`src/rtl/wb_pkg.sv`:
```
// Shared types for the MEM->WB stage buffer: state encoding, default widths
// and the buffered writeback entry.
package wb_pkg;

    localparam int DEF_DATA_W = 32;
    localparam int DEF_REG_AW = 5;

    typedef enum logic [1:0] {
        EMPTY = 2'b00,
        FULL  = 2'b01,
        SKID  = 2'b10
    } wb_state_t;

    typedef struct packed {
        logic [DEF_DATA_W-1:0] alu_out;
        logic [DEF_DATA_W-1:0] read_data;
        logic [DEF_REG_AW-1:0] write_reg;
        logic                  reg_write;
        logic                  mem_to_reg;
    } wb_entry_t;

endpackage

```
`src/rtl/wb_slot.sv`:
```
// One buffered writeback entry: loadable register, cleared by async active-low reset.
// The entry type is a parameter so the top can widen it beyond the package default.
module wb_slot
    import wb_pkg::*;
#(
    parameter type entry_t = wb_entry_t
) (
    input  logic   CLK,
    input  logic   RST,
    input  logic   ld_i,
    input  entry_t d_i,
    output entry_t q_o
);

    entry_t slot_q;

    always_ff @(posedge CLK or negedge RST) begin
        if (!RST)      slot_q <= '0;
        else if (ld_i) slot_q <= d_i;
    end

    assign q_o = slot_q;

endmodule

```
`src/rtl/wb_stage_buf.sv`:
```
// MEM->WB pipeline stage with valid/ready handshake and a 2-entry skid buffer.
// Optional performance counters (RetireCnt/StallCnt) are built with WB_PERF_CNT_EN.
module wb_stage_buf
    import wb_pkg::*;
#(
    parameter int DATA_W = DEF_DATA_W,
    parameter int REG_AW = DEF_REG_AW,
    parameter int CNT_W  = 32
) (
    input  logic              CLK,
    input  logic              RST,
    input  logic              Flush,
    input  logic              ValidM,
    output logic              ReadyM,
    input  logic [DATA_W-1:0] ALUOutM,
    input  logic [DATA_W-1:0] ReadDataM,
    input  logic [REG_AW-1:0] WriteRegM,
    input  logic              RegWriteM,
    input  logic              MemtoRegM,
    output logic              ValidW,
    input  logic              ReadyW,
    output logic [DATA_W-1:0] ALUOutW,
    output logic [DATA_W-1:0] ReadDataW,
    output logic [REG_AW-1:0] WriteRegW,
    output logic              RegWriteW,
    output logic              MemtoRegW,
    output logic [DATA_W-1:0] ResultW
`ifdef WB_PERF_CNT_EN
    ,
    output logic [CNT_W-1:0]  RetireCnt,
    output logic [CNT_W-1:0]  StallCnt
`endif
);

    typedef struct packed {
        logic [DATA_W-1:0] alu_out;
        logic [DATA_W-1:0] read_data;
        logic [REG_AW-1:0] write_reg;
        logic              reg_write;
        logic              mem_to_reg;
    } entry_t;

    if (CNT_W < 1) begin : g_bad_cnt_w
        $error("wb_stage_buf: CNT_W must be at least 1");
    end

    wb_state_t state_q, state_d;
    logic      ready_q;
    logic      accept, drain, valid;
    logic      main_ld, skid_ld;
    entry_t    in_e, main_d, main_q, skid_q;

    assign valid  = (state_q != EMPTY);
    assign accept = ValidM & ready_q;
    assign drain  = valid & ReadyW;

    // Writes to R0 are architecturally void, so drop the enable at capture.
    always_comb begin
        in_e            = '0;
        in_e.alu_out    = ALUOutM;
        in_e.read_data  = ReadDataM;
        in_e.write_reg  = WriteRegM;
        in_e.reg_write  = RegWriteM & (WriteRegM != '0);
        in_e.mem_to_reg = MemtoRegM;
    end

    always_comb begin
        state_d = state_q;
        main_ld = 1'b0;
        skid_ld = 1'b0;
        main_d  = in_e;
        if (Flush) begin
            state_d = EMPTY;
        end else begin
            case (state_q)
                EMPTY: if (accept) begin
                    main_ld = 1'b1;
                    state_d = FULL;
                end
                FULL: begin
                    if (accept && drain) begin
                        main_ld = 1'b1;
                    end else if (drain) begin
                        state_d = EMPTY;
                    end else if (accept) begin
                        skid_ld = 1'b1;
                        state_d = SKID;
                    end
                end
                SKID: if (drain) begin
                    main_ld = 1'b1;
                    main_d  = skid_q;
                    state_d = FULL;
                end
                default: state_d = EMPTY;
            endcase
        end
    end

    // ReadyM is registered from the next state so ReadyW never reaches it combinationally.
    always_ff @(posedge CLK or negedge RST) begin
        if (!RST) begin
            state_q <= EMPTY;
            ready_q <= 1'b1;
        end else begin
            state_q <= state_d;
            ready_q <= (state_d != SKID);
        end
    end

    wb_slot #(.entry_t(entry_t)) u_main (
        .CLK (CLK), .RST (RST), .ld_i (main_ld), .d_i (main_d), .q_o (main_q)
    );

    wb_slot #(.entry_t(entry_t)) u_skid (
        .CLK (CLK), .RST (RST), .ld_i (skid_ld), .d_i (in_e), .q_o (skid_q)
    );

    assign ReadyM    = ready_q;
    assign ValidW    = valid;
    assign ALUOutW   = main_q.alu_out;
    assign ReadDataW = main_q.read_data;
    assign WriteRegW = main_q.write_reg;
    assign RegWriteW = main_q.reg_write & valid;
    assign MemtoRegW = main_q.mem_to_reg;
    assign ResultW   = main_q.mem_to_reg ? main_q.read_data : main_q.alu_out;

`ifdef WB_PERF_CNT_EN
    logic [CNT_W-1:0] retire_q, stall_q;

    // Counters ignore Flush on purpose: they track retired work and lost cycles.
    always_ff @(posedge CLK or negedge RST) begin
        if (!RST) begin
            retire_q <= '0;
            stall_q  <= '0;
        end else begin
            if (drain && RegWriteW) retire_q <= retire_q + 1'b1;
            if (valid && !ReadyW)   stall_q  <= stall_q + 1'b1;
        end
    end

    assign RetireCnt = retire_q;
    assign StallCnt  = stall_q;
`endif

endmodule

```
`config.mk`:
```
export PLATFORM = sky130hd
export DESIGN_NAME = wb_stage_buf
export DESIGN_NICKNAME = d
export VERILOG_FILES = /design/src/rtl/wb_pkg.sv /design/src/rtl/wb_slot.sv /design/src/rtl/wb_stage_buf.sv
export SDC_FILE = /design/constraint.sdc
export NUM_CORES = 1
export LEC_CHECK = 0
export CORE_MARGIN = 2
export CORE_UTILIZATION = 35
export DETAILED_ROUTE_END_ITERATION = 12
export HOLD_SLACK_MARGIN = 0.12
export PLACE_DENSITY_LB_ADDON = 0.25
export SLEW_MARGIN = 10
export SYNTH_ARGS = -nofsm -noshare
export SYNTH_HDL_FRONTEND = slang
export SYNTH_SLANG_ARGS = --single-unit
```
`constraint.sdc`:
```
create_clock -name CLK -period 2.12 [get_ports CLK]
set_clock_uncertainty 0.15 [all_clocks]
set_input_delay 0.318 -clock CLK [delete_from_list [all_inputs] [get_ports CLK]]
set_output_delay 0.318 -clock CLK [all_outputs]
set_load 0.02 [all_outputs]
```
After elaboration in Yosys (flattened, before gate mapping)
Cells that the tools add are included.
{ "word_totals": {"register_bits": 145, "input_bits": 76, "out_inout_bits": 105, "elab_cells": 43} }
{ "classes": {"n_reduce_logical": 4, "bitwise_logic": 4, "n_eq_ne": 3, "muxes": 20} }
{ "ops": {"columns": ["cell", "n"], "rows": [
  ["71-bit two-way mux", 3],
  ["32-bit two-way mux", 1],
  ["2-bit two-way mux", 6],
  ["1-bit two-way mux", 8],
  ["2-bit one-hot mux with 3 select lines", 1],
  ["5-bit nonzero test", 1],
  ["1-bit bitwise AND", 4],
  ["1-bit one-hot mux with 3 select lines", 1],
  ["2-bit by 1-bit equality test with 1-bit output, second input constant", 1],
  ["2-bit equality test, second input constant", 1],
  ["2-bit zero test", 1],
  ["2-bit inequality test, second input constant", 1],
  ["2-bit nonzero test", 1],
  ["1-bit logical AND", 1]
]} }

Depth between registers and ports, before layout
Gate-level depths: netlist of run 1.
{ "logic_depth": {"ltp_word": 7, "ltp_mapped": 6, "ltp_nobuf": 4} }

Modules after synthesis
A second synthesis of run 1 with hierarchy kept.
{ "unflattened": {"hier_cells": 438, "area_unflattened_um2": 7606.0} }
{ "modules_own_cells": {"columns": ["module", "n_inst", "seq_area_each_um2", "area_each_um2", "cells_each"], "rows": [
  ["wb_slot", 2, 1776.7, 2990.4, 150],
  ["wb_stage_buf", 1, 76.3, 1625.3, 138]
]} }

Least setup slack after synthesis of run 1
Ideal clock, no wire load.
{ "synth_path": {"path_kind": "flip-flop to output port", "from": "register u_main.slot_q, in the netlist u_main.q_o[0]", "to": "output port ResultW[10]", "n_path_buf": 2, "t_arrival_ns": 1.438, "required_time_ns": 1.652, "setup_slack_ns": 0.214, "path_stages_with_launch": 4, "path_cell_list": "dfrtp_1 clkbuf_1 clkbuf_1 mux2_2"} }
{ "synth_via": {"elab_chain_cells": 1} }
{ "synth_rtl": {"columns": ["item", "line_no", "text"], "rows": [
  ["start: declaration", "wb_slot.sv:15", "entry_t slot_q;"],
  ["start signal: assignment", "wb_slot.sv:19", "else if (ld_i) slot_q <= d_i;"],
  ["32-bit two-way mux", "wb_stage_buf.sv:126", "assign ResultW = main_q.mem_to_reg ? main_q.read_data : main_q.alu_out;"],
  ["end: declaration", "wb_stage_buf.sv:27", "output logic [DATA_W-1:0] ResultW"]
]} }
No other way between the ends.

Worst setup path in the final report of run 1
{ "layout_path": {"from": "register state_q[0]", "to": "output port RegWriteW"} }
{ "layout_via": {"elab_chain_cells": 2} }
{ "layout_rtl": {"columns": ["item", "line_no", "text"], "rows": [
  ["start: declaration", "wb_stage_buf.sv:47", "wb_state_t state_q, state_d;"],
  ["start signal: assignment", "wb_stage_buf.sv:106", "state_q <= state_d;"],
  ["2-bit nonzero test", "wb_stage_buf.sv:53", "assign valid = (state_q != EMPTY);"],
  ["1-bit bitwise AND", "wb_stage_buf.sv:124", "assign RegWriteW = main_q.reg_write & valid;"],
  ["end: declaration", "wb_stage_buf.sv:25", "output logic RegWriteW,"]
]} }
No other way between the ends.

==> summary.txt, run 1 <==
Setup path
  – WS Path Type: register to primary output
  – Crit Path Max Fanout: 7
  – Critical Path Source: state_q[0]
  – CP Launch Type: register
  – Crit path required time: around 1.7 ns
  – Critical path arrival: about 1.6 ns
  – CP endpoint kind: primary output
  – RR Startpoint: ReadyM

Timing
  – Fin. Hold Viols: 0
  – Hold WS: approximately 0.27 ns
  – Relative slew slack: around 63%
  – Final worst slack: approximately 0.057 ns
  – Slew @ Worst Pin: ~0.55 ns
  – Max Freq: 485 MHz
  – Period utilisation layout: approximately 97%
  – RSZ-0062 raised after global routing: true
  – Final Critical Period: just over 2 ns
  – Slew Limit Fails: 0
  – Setup Viol. Count Final: 0

GRT
  – Largest net degree at the start of global routing: between 60 and 70
  – Gr usage total: between 10 and 15%
  – First-pass GRT wire length: between 20000 and 30000 microns
  – GRT met2 Usage: 24.8%
  – Global-route met1 utilization: 18.9%
  – GRT overflow: 0
  – Met3 Use GR: 3.95%
  – GR peak layer: met2
  – Initial antenna violation count: 1
  – Number of global-route vias before repair: 4836

Placed design
  – Dpl ws: -0.0529 ns
  – DP HPWL: roughly 11000 microns
  – Dpl cells: 944
  – Routability Congestion: 0.751
  – Area after DPL: slightly below 9000 sq um
  – IO buf count: 180

Floorplan
  – Row Count: slightly above 50
  – Initial core utilization: approximately 36%
  – Die area: around 21000 sq um
  – Die height: approximately 150 microns
  – Die Wd: 145 microns
  – Ports: 181
  – Placeable Area: a little under 20000 sq um

Synthesis
  – Cell Area, Synth: around 7000 sq um
  – Register bit total from synthesis: between 100 and 150
  – Ys Warns: 0
  – Post-Syn Nets: approximately 660
  – Synth Area per Inst: about 12 sq um
  – Register area share after synthesis: 51.9%
  – Ys flop type: dfrtp_1
  – Library cells used by synthesis: 27
  – Post-synth EDFFs: 0
  – Post-synth ARST share: 100%
  – Syn Inst Count: roughly 600

Routing
  – # DRC: 0
  – Vias per cell: around 4.7
  – Final wirelength: ~15000 microns
  – Initial detailed-routing violation count: between 100 and 150
  – First-pass DRT Iterations: 4
  – Post-DRT Antenna Nets: 0
  – Drt wl/cell: between 15 and 20 microns
  – DR vias: around 4600

Run
  – Max Cap Viol: 0

Layout
  – Ant diodes: 0
  – Non-Filler Instances: between 900 and 1000
  – Most frequent cells in the layout: clkdlybuf4s50_1 (144), dfrtp_1 (141), nor2_1 (71)
  – Layout cell share with drive strength beyond 1: 17.7%
  – Fin nets: just under 800
  – Design area: just over 9000 sq um
  – Commonest non-fill, non-tap cell in the layout: clkdlybuf4s50_1
  – Synthesis-to-layout area growth: 30.9%

Min path
  – Min-delay worst type: input port to asynchronous set/reset pin

Power
  – Leakage: about 3.7 nW
  – Peak VDD IR: between 0.5 and 0.6 mV
  – PwrDens: around 1000 nW/um^2

Clocking
  – Clock Latency Late Sink: 0.41 ns
  – Clock-pin slew on the worst setup and hold paths: ~0.060 ns
  – Maximum level of the CTS H-tree: 4
  – CTS Root Cell: clkbuf_16
  – Clock sinks: ~150
  – Total CTS buffers: 17
  – CTS Buffer Depth: 2
  – CTS tree: built

Outcome
  – Status: finished clean
worst max-delay path: stages, from the launching register on:
cell and delay (ns):
dfrtp_2 0.45, or2_2 0.31, and2_1 0.15, clkdlybuf4s15_1 0.28
repair_timing:
action	in CTS	in global routing
buffers inserted	0	0
endpoints found under the setup margin	34	26
resized for setup	80	27
hold buffers	1	0
hold endpoints to repair	51	0
kinds of logic (layout without fill, tap and decap cells):
family | count (synthesis) | count (layout) | share of synthesized area (%)
simple gates | 86 | 86 | 5.37
mux | 172 | 172 | 26.4
buf+inv | 105 | 232 | 10.5
compound gates | 77 | 77 | 5.74
flops | 145 | 145 | 51.9
where the power goes:
part / internal [mW] / total, mW / switching (mW)
clock: 1.67 / 2.85 / 1.17
sequential: 3.46 / 3.90 / 0.441
combinational: 1.34 / 2.62 / 1.28
final cells by class:
type                       count  area [sq um]
fill                        1790         10400
clock inverter                13           110
inverter                       1          3.75
multi-input combinational    335          2660
sequential                   145          3630
tap                          265           332
timing repair buffer         199          1960
clock buffer                  19           453
synth_stat cells (all sizes together) (2+ instances only):
cell	number	area (sq um)
clkbuf	3	11.3
buf	101	722
mux2	102	1150
a21oi	70	350
nand3b	3	22.5
dfrtp	144	3600
nand2	3	11.3
and2	2	12.5
a31oi	2	18.8
nand4bb	2	22.5
nor2	71	267
o21ai	2	10.0
mux2i	70	701
per-layer routing:
metal / wire (microns) / vias up
met5: 0 / -
met4: 120 / 0
met3: 740 / 11
met2: 7460 / 130
met1: 7020 / 2292
li1: - / 2188
path summary, 6_finish.rpt:
kind	to	slack (ns)	cells past startpoint
min in group CLK	u_skid.q_o[1]	0.34	2
max reg2reg	u_main.q_o[18]	0.26	5
max in group asynchronous	u_skid.q_o[63]	0.86	3
min reg2reg	u_skid.q_o[1]	0.34	2
min	u_main.q_o[45]	0.27	2
max	RegWriteW	0.06	3
sequential cells by signal (all words and copies together) (netlist names):
register    flops
u_main.q_o     71
u_skid.q_o     71
state_q         2
ReadyM          1
metrics by stage:
step | TNS, ns | util, % | power (mW)
2_1_floorplan | 0 | - | 5.69
3_3_place_gp | 0 | 44.5 | 6.66
3_5_place_dp | -1.07 | 44.5 | 6.76
4_1_cts | -0.0202 | 47.5 | 9.59
5_1_grt | -0.00750 | 46.9 | 9.89
6_report | 0 | 46.9 | 9.37
Power figures use the tool's default switching activity.
==> run 2, diff against run 1 <==
--- a/config.mk
+++ b/config.mk
@@ -14,3 +14,4 @@
 export SYNTH_ARGS = -nofsm -noshare
 export SYNTH_HDL_FRONTEND = slang
 export SYNTH_SLANG_ARGS = --single-unit
+export TNS_END_PERCENT = 20
==> summary.txt, run 2 (same netlist as run 1, synthesis figures left out) <==
Outcome
  – Status: finished clean

Timing
  – Period utilisation layout: approximately 97%
  – Relative slew slack: approximately 63%
  – Slew Limit Fails: 0
  – Slew @ Worst Pin: between 0.5 and 0.6 ns
  – Fin. Hold Viols: 0
  – Setup Viol. Count Final: 0
  – RSZ-0062 raised after global routing: true
  – Hold WS: 0.274 ns
  – Max Freq: 485 MHz
  – Final Critical Period: 2.06 ns

Setup path
  – RR Endpoint: u_main.q_o[18]
  – Reg2reg path depth: 5
  – Critical Path Source: state_q[0]
  – CP endpoint kind: primary output
  – Crit path required time: 1.65 ns
  – RR Startpoint: ReadyM
  – Critical path arrival: between 1.5 and 2 ns
  – WS Path Type: register to primary output
  – R2R Setup Slk: 0.26 ns
  – CP Launch Type: register
  – Crit Path Max Fanout: 7

GRT
  – Global-route met1 utilization: between 10% and 20%
  – GRT overflow: 0
  – Largest net degree at the start of global routing: 63
  – GR peak layer: met2
  – Met3 Use GR: 3.95%
  – Number of global-route vias before repair: about 4800
  – Initial antenna violation count: 1
  – First-pass GRT wire length: around 25000 microns
  – GRT met2 Usage: approximately a quarter
  – Gr usage total: ~15%

Clocking
  – CTS Buffer Depth: 2
  – Clock Latency Late Sink: around 0.4 ns
  – Clock-pin slew on the worst setup and hold paths: 0.06 ns
  – Clock sinks: about 150
  – Total CTS buffers: 17
  – CTS tree: built
  – CTS Root Cell: clkbuf_16
  – Maximum level of the CTS H-tree: 4
  – Post-CTS setup buffers: 0

Placed design
  – Routability Congestion: between 0.7 and 0.8
  – Area after DPL: ~8700 sq um
  – IO buf count: 180
  – Dpl cells: roughly 940
  – DP HPWL: 10800 microns

Routing
  – Post-DRT Antenna Nets: 0
  – Vias per cell: ~4.7
  – # DRC: 0
  – Drt wl/cell: 15.7 microns
  – First-pass DRT Iterations: 4
  – Initial detailed-routing violation count: ~140
  – Final wirelength: roughly 15000 microns
  – DR vias: about 4600

Layout
  – Multi-input gate area: between 2000 and 3000 sq um
  – Most frequent cells in the layout: clkdlybuf4s50_1 (144), dfrtp_1 (141), nor2_1 (71)
  – Non-Filler Instances: ~1000
  – Design area: about 9000 sq um
  – Fin nets: between 700 and 800
  – Commonest non-fill, non-tap cell in the layout: clkdlybuf4s50_1
  – Layout cell share with drive strength beyond 1: between 10% and 20%
  – Fillers: 1790
  – Seq. cell area: between 3000 and 4000 sq um
  – Synthesis-to-layout area growth: 30.9%
  – Ant diodes: 0

Power
  – Peak VDD IR: roughly 0.53 mV
  – Leakage: 3.69 nW
  – PwrDens: 1020 nW/um^2

Floorplan
  – Die area: around 21000 sq um
  – Placeable Area: 19500 sq um
  – Die height: about 150 microns
  – Row Count: 51
  – Initial core utilization: a little over a third
  – Ports: approximately 180
  – Die Wd: between 100 and 150 microns

Min path
  – Min-delay worst type: input port to asynchronous set/reset pin

Run
  – Max Cap Viol: 0
==> run 2: cell counts in the layout (fill, tap and decap cells not counted) <==
No cell type changed its count.
==> run 2: how the worst max path moves through the flow <==
stage	cells after the start	slack, ns	to
final	3	0.06	RegWriteW
after global routing	3	-0.007	RegWriteW
after CTS	3	-0.02	ResultW[11]
after detailed placement	6	-0.05	u_main.q_o[42]
after global placement	5	0.009	u_main.q_o[17]
after floorplan	3	0.21	ResultW[10]
==> run 2: stage by stage <==
step           setup TNS, ns  power (mW)  worst slack (ns)  utilization [%]
5_1_grt             -0.00750        9.89          -0.00750             46.9
3_5_place_dp           -1.07        6.76           -0.0529             44.5
4_1_cts              -0.0202        9.59           -0.0202             47.5
2_1_floorplan              0        5.69             0.214                -
3_3_place_gp               0        6.66           0.00879             44.5
6_report                   0        9.37            0.0566             46.9
==> run 2: power breakdown <==
part           switching, mW  internal (mW)
registers              0.441           3.46
logic                   1.28           1.34
clock network           1.17           1.67
total                   2.90           6.47
==> run 2: what timing repair did <==
| action | in CTS | in global routing |
|---|---|---|
| gates resized for setup | 80 | 27 |
| hold buffers | 1 | 0 |
| endpoints found under the hold margin | 51 | 0 |
| endpoints found under the setup margin | 34 | 26 |
==> run 2: cell type report <==
type,instances,share of cell area [%]
timing repair buffer,199,21.5
sequential,145,39.7
clock buffer,19,4.95
inverter,1,0.0410
clock inverter,13,1.20
multi-input combinational,335,29.0
tap,265,3.62
==> run 2: metal layers <==
metal	routed length (microns)	vias to the layer above
met4	120	0
li1	-	2188
met5	0	-
met1	7010	2301
met2	7470	130
met3	740	11
==> run 2: worst max-delay path: stages (launching register included) <==
cell             delay, ns
dfrtp_2               0.45
or2_2                 0.31
and2_1                0.15
clkdlybuf4s15_1       0.28
==> run 3, diff against run 2 <==
--- a/config.mk
+++ b/config.mk
@@ -5,7 +5,6 @@
 export SDC_FILE = /design/constraint.sdc
 export NUM_CORES = 1
 export LEC_CHECK = 0
-export CORE_MARGIN = 2
 export CORE_UTILIZATION = 35
 export DETAILED_ROUTE_END_ITERATION = 12
 export HOLD_SLACK_MARGIN = 0.12
==> summary.txt, run 3 (same netlist as run 1, synthesis figures left out) <==
Power
  – PwrDens: 1030 nW/um^2
  – Peak VDD IR: about 0.54 mV
  – Leakage: about 3.7 nW

Routing
  – Final wirelength: 15600 microns
  – Initial detailed-routing violation count: between 100 and 150
  – Vias per cell: ~4.7
  – DR vias: between 4000 and 5000
  – # DRC: 0
  – Drt wl/cell: between 15 and 20 microns
  – Post-DRT Antenna Nets: 0
  – First-pass DRT Iterations: 4

Layout
  – Most frequent cells in the layout: clkdlybuf4s50_1 (144), dfrtp_1 (142), nor2_1 (71)
  – Non-Filler Instances: between 900 and 1000
  – Synthesis-to-layout area growth: 32.1%
  – Final Util: ~47%
  – Fillers: between 1500 and 2000
  – Commonest non-fill, non-tap cell in the layout: clkdlybuf4s50_1
  – Layout cell share with drive strength beyond 1: a little under a fifth
  – Fin nets: just under 800
  – Ant diodes: 0

Floorplan
  – Die Wd: ~140 microns
  – Placeable Area: about 20000 sq um
  – Initial core utilization: between 30 and 40%
  – Die height: between 100 and 150 microns
  – Row Count: between 50 and 60
  – Ports: approximately 180
  – Die area: roughly 20000 sq um

Min path
  – Min-delay worst type: input port to asynchronous set/reset pin

Clocking
  – Clock-pin slew on the worst setup and hold paths: ~0.06 ns
  – CTS Buffer Depth: 2
  – Total CTS buffers: 17
  – Clock Latency Late Sink: 0.42 ns
  – CTS Root Cell: clkbuf_16
  – Maximum level of the CTS H-tree: 4
  – Clock sinks: 145
  – CTS tree: built

Timing
  – Slew @ Worst Pin: around 0.33 ns
  – Slew Limit Fails: 0
  – RSZ-0062 raised after global routing: true
  – Final Critical Period: ~2.1 ns
  – Fin. Hold Viols: 0
  – Period utilisation layout: 99.9%
  – Relative slew slack: between 70% and 80%
  – Max Freq: ~470 MHz
  – Setup Viol. Count Final: 0

Setup path
  – Crit path required time: approximately 1.7 ns
  – Reg2reg path depth: 4
  – Crit Path Max Fanout: 13
  – Critical path arrival: ~1.7 ns
  – CP endpoint kind: primary output
  – WS Path Type: register to primary output
  – CP Launch Type: register

GRT
  – Initial antenna violation count: 0
  – Largest net degree at the start of global routing: 43
  – Number of global-route vias before repair: around 4800
  – Gr usage total: about 16%
  – GRT overflow: 0
  – First-pass GRT wire length: between 20000 and 25000 microns

Placed design
  – Routability Congestion: 0.784
  – DP HPWL: 10700 microns
  – IO buf count: 180
  – Dpl cells: 948

Outcome
  – Status: finished clean

Run
  – Max Cap Viol: 0
==> run 3: where the power goes <==
| part | total [mW] | switching, mW | internal [mW] |
|---|---|---|---|
| clock | 3.00 | 1.13 | 1.88 |
| combinational | 2.66 | 1.30 | 1.36 |
| sequential | 3.90 | 0.442 | 3.46 |
==> run 3: layout make-up <==
cell class	count	area [sq um]	share of cell area [%]
clock buffer	22	494	5.35
clock inverter	9	104	1.12
inverter	1	3.75	0.0406
multi-input combinational	335	2660	28.7
sequential	145	3630	39.3
tap	265	332	3.59
timing repair buffer	205	2020	21.8
==> run 3: per-layer routing <==
metal | global-route usage [%] | wire length [microns]
met1 | 18.8 | 6760
met2 | 26.8 | 7650
met5 | 0 | 0
met4 | 4.54 | 157
met3 | 5.20 | 1080
==> run 3: worst paths after layout <==
kind | to | slack (ns) | start
max | ResultW[24] | 0.002 | u_main.q_o[0]
max reg2reg | u_skid.q_o[57] | 0.31 | ReadyM
min reg2reg | u_skid.q_o[55] | 0.34 | u_skid.q_o[55]
min | u_skid.q_o[29] | 0.21 | RST
max in group asynchronous | ReadyM | 0.95 | RST
min in group CLK | u_skid.q_o[55] | 0.34 | u_skid.q_o[55]
==> run 3: critical path: stages, from the launching register on <==
cell	delay (ns)
dfrtp_2	0.43
buf_12	0.12
clkbuf_16	0.18
mux2_2	0.34
buf_2	0.16
==> run 3: stage by stage <==
stage	power [mW]	hold slack (ns)	worst slack, ns	area (sq um)	TNS [ns]
final	9.56	0.208	0.00217	9240	0
after CTS	9.67	0.198	-0.0509	9230	-0.333
after global placement	6.67	0.0768	0.0150	8740	0
after floorplan	5.69	-0.128	0.214	6990	0
after global routing	10.1	0.214	-0.0576	9240	-0.605
after detailed placement	6.77	0.0773	-0.0749	8740	-2.98
==> run 3: what timing repair did <==
item	CTS	global route
gates cloned	0	1
buffers inserted	0	1
gates resized for setup	106	20
setup endpoints to repair	35	11
hold buffers	1	0
hold endpoints to repair	144	0
